File: config.mk
export PLATFORM = sky130hd
export DESIGN_NAME = rr_arb_idx
export DESIGN_NICKNAME = d
export VERILOG_FILES = /design/src/rtl/rr_arb_idx_pkg.sv /design/src/rtl/rr_arb_idx_pick.sv /design/src/rtl/rr_arb_idx.sv
export SDC_FILE = /design/constraint.sdc
export NUM_CORES = 1
export LEC_CHECK = 0
export ABC_AREA = 1
export CAP_MARGIN = 20
export CORE_AREA = 2 2 39 41
export DETAILED_ROUTE_END_ITERATION = 10
export DIE_AREA = 0 0 41 43
export PLACE_DENSITY_LB_ADDON = 0.08
export SETUP_SLACK_MARGIN = 0.15
export SYNTH_ARGS = -nofsm -noshare
export SYNTH_HDL_FRONTEND = slang
export SYNTH_SLANG_ARGS = --single-unit
File: constraint.sdc
create_clock -name clk -period 2.3 [get_ports clk]
set_clock_uncertainty 0.05 [all_clocks]
set_input_delay 0.69 -clock clk [delete_from_list [all_inputs] [get_ports clk]]
set_output_delay 0.69 -clock clk [all_outputs]
set_load 0.02 [all_outputs]
File: src/rtl/rr_arb_idx_pkg.sv
// ---------------------------------------------------------------------------
// rr_arb_idx_pkg
// Shared definitions for the round-robin index arbiter:
//   - st_e       : FSM state encoding (ST_IDLE / ST_GRANT)
//   - size_legal : parameter legality check, 2 <= SIZE <= 2**BITS
// ---------------------------------------------------------------------------
package rr_arb_idx_pkg;

    typedef enum logic {
        ST_IDLE  = 1'b0,
        ST_GRANT = 1'b1
    } st_e;

    function automatic bit size_legal(input int bits, input int size);
        return (size >= 2) && (size <= (1 << bits));
    endfunction

endpackage

File: src/rtl/rr_arb_idx_pick.sv
// ---------------------------------------------------------------------------
// rr_pick
// Combinational wrap-around priority scan. Returns the first set request
// bit found scanning upward from 'start', wrapping from SIZE-1 to 0.
// Ports:
//   req   [SIZE-1:0] in  : request vector
//   start [BITS-1:0] in  : scan start position (always < SIZE)
//   found            out : any request set
//   index [BITS-1:0] out : winning position (0 when nothing found)
// ---------------------------------------------------------------------------
module rr_pick #(
    parameter int BITS = 2,
    parameter int SIZE = 4
) (
    input  logic [SIZE-1:0] req,
    input  logic [BITS-1:0] start,
    output logic            found,
    output logic [BITS-1:0] index
);

    logic            w_hi_found;
    logic [BITS-1:0] w_hi_idx;
    logic [BITS-1:0] w_lo_idx;

    // Two priority views: lowest set bit at/above start, and lowest set bit
    // overall. The overall one is only used when nothing is at/above start,
    // which is exactly the wrap-around case. Descending loop makes the
    // lowest position the final assignment.
    always_comb begin
        w_hi_found = 1'b0;
        w_hi_idx   = '0;
        w_lo_idx   = '0;
        for (int i = SIZE - 1; i >= 0; i--) begin
            if (req[i]) begin
                w_lo_idx = BITS'(i);
                if (BITS'(i) >= start) begin
                    w_hi_found = 1'b1;
                    w_hi_idx   = BITS'(i);
                end
            end
        end
    end

    assign found = |req;
    assign index = w_hi_found ? w_hi_idx : w_lo_idx;

endmodule

File: src/rtl/rr_arb_idx.sv
// ---------------------------------------------------------------------------
// rr_arb_idx
// Round-robin arbiter producing a registered binary grant index with a
// valid/ready handshake toward a downstream one-hot decoder. One grant per
// cycle under continuous ready; a grant is never retracted while stalled.
// Optional feature macro: RR_ARB_LOCK_EN adds a 'lock' input that re-grants
// the current index on handshake while its request is still asserted.
// Ports:
//   clk        in  : rising-edge clock
//   rst        in  : synchronous active-high reset
//   req        in  : request levels, bit i = requester i
//   idx_ready  in  : downstream accepts idx this cycle
//   lock       in  : (RR_ARB_LOCK_EN only) hold grant on current requester
//   idx_valid  out : grant index offered
//   idx        out : granted requester index
//   ptr        out : round-robin scan start pointer (observation)
// ---------------------------------------------------------------------------
module rr_arb_idx
    import rr_arb_idx_pkg::*;
#(
    parameter int BITS = 2,
    parameter int SIZE = 4
) (
    input  logic            clk,
    input  logic            rst,
    input  logic [SIZE-1:0] req,
    input  logic            idx_ready,
`ifdef RR_ARB_LOCK_EN
    input  logic            lock,
`endif
    output logic            idx_valid,
    output logic [BITS-1:0] idx,
    output logic [BITS-1:0] ptr
);

    generate
        if (!size_legal(BITS, SIZE)) begin : g_bad_size
            $error("rr_arb_idx: SIZE must satisfy 2 <= SIZE <= 2**BITS");
        end
    endgenerate

    st_e             r_state;
    logic [BITS-1:0] r_idx;
    logic [BITS-1:0] r_ptr;

    st_e             w_state_nx;
    logic [BITS-1:0] w_idx_nx;
    logic [BITS-1:0] w_ptr_nx;
    logic [BITS-1:0] w_ptr_adv;
    logic [BITS-1:0] w_start;
    logic            w_found;
    logic [BITS-1:0] w_pick;
    logic            w_hs;
    logic            w_hold;

    assign w_hs      = (r_state == ST_GRANT) && idx_ready;
    assign w_ptr_adv = (r_idx == BITS'(SIZE - 1)) ? '0 : r_idx + 1'b1;

    // On a handshake the next grant must already honour the advanced
    // pointer, so the scan starts from it rather than the registered ptr.
    assign w_start = (r_state == ST_GRANT) ? w_ptr_adv : r_ptr;

`ifdef RR_ARB_LOCK_EN
    localparam int NUMW = 1 << BITS;
    logic [NUMW-1:0] w_req_ext;
    assign w_req_ext = NUMW'(req);
    assign w_hold    = lock & w_req_ext[r_idx];
`else
    assign w_hold    = 1'b0;
`endif

    rr_pick #(
        .BITS (BITS),
        .SIZE (SIZE)
    ) u_pick (
        .req   (req),
        .start (w_start),
        .found (w_found),
        .index (w_pick)
    );

    always_comb begin
        w_state_nx = r_state;
        w_idx_nx   = r_idx;
        w_ptr_nx   = r_ptr;
        case (r_state)
            ST_IDLE: begin
                if (w_found) begin
                    w_idx_nx   = w_pick;
                    w_state_nx = ST_GRANT;
                end
            end
            ST_GRANT: begin
                // Locked handshake: keep idx and ptr, stay in grant.
                if (w_hs && !w_hold) begin
                    w_ptr_nx = w_ptr_adv;
                    if (w_found) begin
                        w_idx_nx = w_pick;
                    end else begin
                        w_state_nx = ST_IDLE;
                    end
                end
            end
            default: w_state_nx = ST_IDLE;
        endcase
    end

    always_ff @(posedge clk) begin
        if (rst) begin
            r_state <= ST_IDLE;
            r_idx   <= '0;
            r_ptr   <= '0;
        end else begin
            r_state <= w_state_nx;
            r_idx   <= w_idx_nx;
            r_ptr   <= w_ptr_nx;
        end
    end

    assign idx_valid = (r_state == ST_GRANT);
    assign idx       = r_idx;
    assign ptr       = r_ptr;

endmodule

==> impl_results.md <==
* Status: finished clean
* Hpwl dp at about 700 um
* Hold Fails Final Rpt at 0
* Layout Nets at 88
* Remaining Overflow, GRT at 0
* Placed insts at slightly above 90
* Arrival time worst endpoint at 1250 ps
* Worst reg2reg setup slack at about 850 ps
* DR vias/cell at between 4 and 5
* Routed WL at roughly 820 um
* Largest net degree at the start of global routing at 8
* Post-CTS setup buffers at 0
* Sequential element share of the synthesized area at 0.275
* Delay-heaviest family, CP: buffers and inverters
* Final ANT Viol Nets at 0
* Area delta synth->final at 45.0%
* Initial antenna violation count at 0
* Hold WS at around 430 ps
* Routed wl met2 at 375 um
* Final setup fails at 0
* Top layer in use: met4
* Seq cells post-synth at 5
* Final Power at a little under 0.3 mW
* Max-cap violations at 0
* Slew margin rel. at 0.856
* Crit. path cell count at 1
* Slowest stage cell, crit path: clkdlybuf4s50_1
* First-pass iteration count of the detailed router at 4
* Slowest Stage Delay on Critical Path at between 600 and 700 ps
* Clk buf depth at 2
* Synth top area share at 0.275
* Multi-input gate area at ~220 um2
* Fin. max-slew vios at 0
* Worst setup EP type: output port
* Reg2reg path depth at 9
* GRT Overall Usage at 0.118
* Ant diodes at 0
* Ys Warns at 0
* WP buf/inv at 1
* Synth Cell Area at ~360 um2
* R2r startpoint: idx[0]$_SDFFE_PP0P_
* CTS resizes at 0
* DR WL/cell at between 8 and 9 um
* DRC viols at 0
* Worst setup path class: reg2out
* CTS Hold Bufs at 0
* First-pass GRT wire length at between 1000 and 1500 um
* Worst-path cell chain: clkdlybuf4s50_1
* Worst-Skew Late Latency at roughly 240 ps
* Syn nets at 71
* Crit path max fanout at 5
* Fin crit period at ~2000 ps
* CP endpoint: idx[0]
* FILL cells at approximately 170
* Non-Filler Instances at between 90 and 100
* Placed Area at around 500 um2
* Max frequency at about 500 MHz
* Vias in the first global route at ~360
* Num rows at 14
* CTS H-Tree Depth at 1
* Share of layout cells above drive strength 1 at 0.139
* Initial core utilization at 0.263
* Final instance area at roughly 530 um2
* Register area at about 100 um2
* Post-synth top area cell: dfxtp_1
* Clk root buf: clkbuf_4
* Vias at 394
* Top-count cell post-synth: nand2_1
* WL met3 at ~44 um
* CTS tree: built
* P_leak at ~0.26 nW
* Die Footprint at 0.00176 mm2
* Post-synth top cells: nand2_1 (20), inv_1 (11), nor2_1 (7)
* Count of different cell masters after synthesis at 14
* Die width at 41 um
* Final Core Density at 0.382
* Floorplan core area at around 0.0014 mm2
* I/O pins at 12
* Gate Count Post-Synth at 63
* Buffers on Ports at 11
* CTS Sinks at 5
* Final Cycle Share at 0.865
* Pre-CTS setup slack at between 200 and 300 ps
* VDD IR max at between 0.2 and 0.25 mV
* Area contributors post-synth: dfxtp_1 (27%), nand2_1 (21%), inv_1 (11%), nor2_1 (7.2%), a21oi_1 (5.5%)
* Data required, critical path at 1560 ps
* Worst-margin pin slew at ~220 ps
* Post-synthesis average cell area at 5.78 um2
* Worst r2r dst: idx[0]$_SDFFE_PP0P_
* Final setup margin at 310 ps
* Placer Congestion at 0.670
* Detailed Route Iter0 Violations at 8
* Worst setup SP type: register
* Number of buffers created by CTS at 3
* Total power per unit cell area at ~560 mW/mm2
* RSZ-0062 raised after global routing: false
* Setup TNS at 0 ps
* Clock transition at path regs at about 40 ps
* Most used DFF post-synth: dfxtp_1
* Met1 WL at between 300 and 400 um
* Setup crit start: idx[0]$_SDFFE_PP0P_
* Post-synth ARST share at 0
* HP Class: reg2reg
* Number of enable flip-flop cells after synthesis at 0
* Die Ht at ~43 um
==> tightest hold or removal path: cells and delay by family, from the launching register on <==
family / cells / cell delay, ps
buffers and inverters: 1 / 70
flip-flops: 1 / 310
AO/OA/AOI/OAI: 1 / 60
==> where the power goes <==
part,internal [mW],switching (mW)
registers,0.0943,0.00584
logic,0.0434,0.0506
clock network,0.0656,0.0357
==> kinds of logic (layout without fill, tap and decap cells) <==
logic type,count (synthesis),count (layout),synth area share
adders and majority gates,1,1,0.0344
DFF,5,5,0.275
AOI/OAI and AO/OA,9,9,0.148
and+or+nand+nor,36,36,0.419
buffers and inverters,12,28,0.124
==> cell type report <==
cell class | count | share of cell area
flip-flops and latches | 5 | 0.190
repair buffers | 12 | 0.223
well taps | 16 | 0.0379
multi-input cells | 46 | 0.415
inverters | 12 | 0.0853
clock buffers | 4 | 0.0498
==> routing by layer <==
layer  vias up  track usage
li1        222            -
met1       159        0.142
met2         9        0.163
met3         4       0.0157
met4         0        0.120
met5         -            0
==> flip-flops by register name, indices dropped and copies added, names as in the netlist <==
signal and flops:
idx_valid 1, idx 2, ptr 2
==> cells in the final DEF (no fill, tap or decap), drive strengths merged <==
master and count:
a21oi 5, clkbuf 4, nor3 1, o21ai 2, ha 1, inv 12
clkdlybuf4s50 11, nor2 9, dfxtp 5, o21bai 2, buf 1, nand3 3
nand2 23
==> how the worst min path moves through the flow <==
stage	slack [ps]	from	depth (start not counted)	to
after floorplan	500	idx[1]$_SDFFE_PP0P_	2	idx[1]$_SDFFE_PP0P_
after global placement	430	ptr[0]$_SDFFE_PP0P_	2	ptr[0]$_SDFFE_PP0P_
after detailed placement	430	ptr[0]$_SDFFE_PP0P_	2	ptr[0]$_SDFFE_PP0P_
after CTS	440	ptr[0]$_SDFFE_PP0P_	2	ptr[0]$_SDFFE_PP0P_
after global routing	470	idx[1]$_SDFFE_PP0P_	2	idx[1]$_SDFFE_PP0P_
final	430	ptr[0]$_SDFFE_PP0P_	2	ptr[0]$_SDFFE_PP0P_
(Power assumes the default switching activity.)
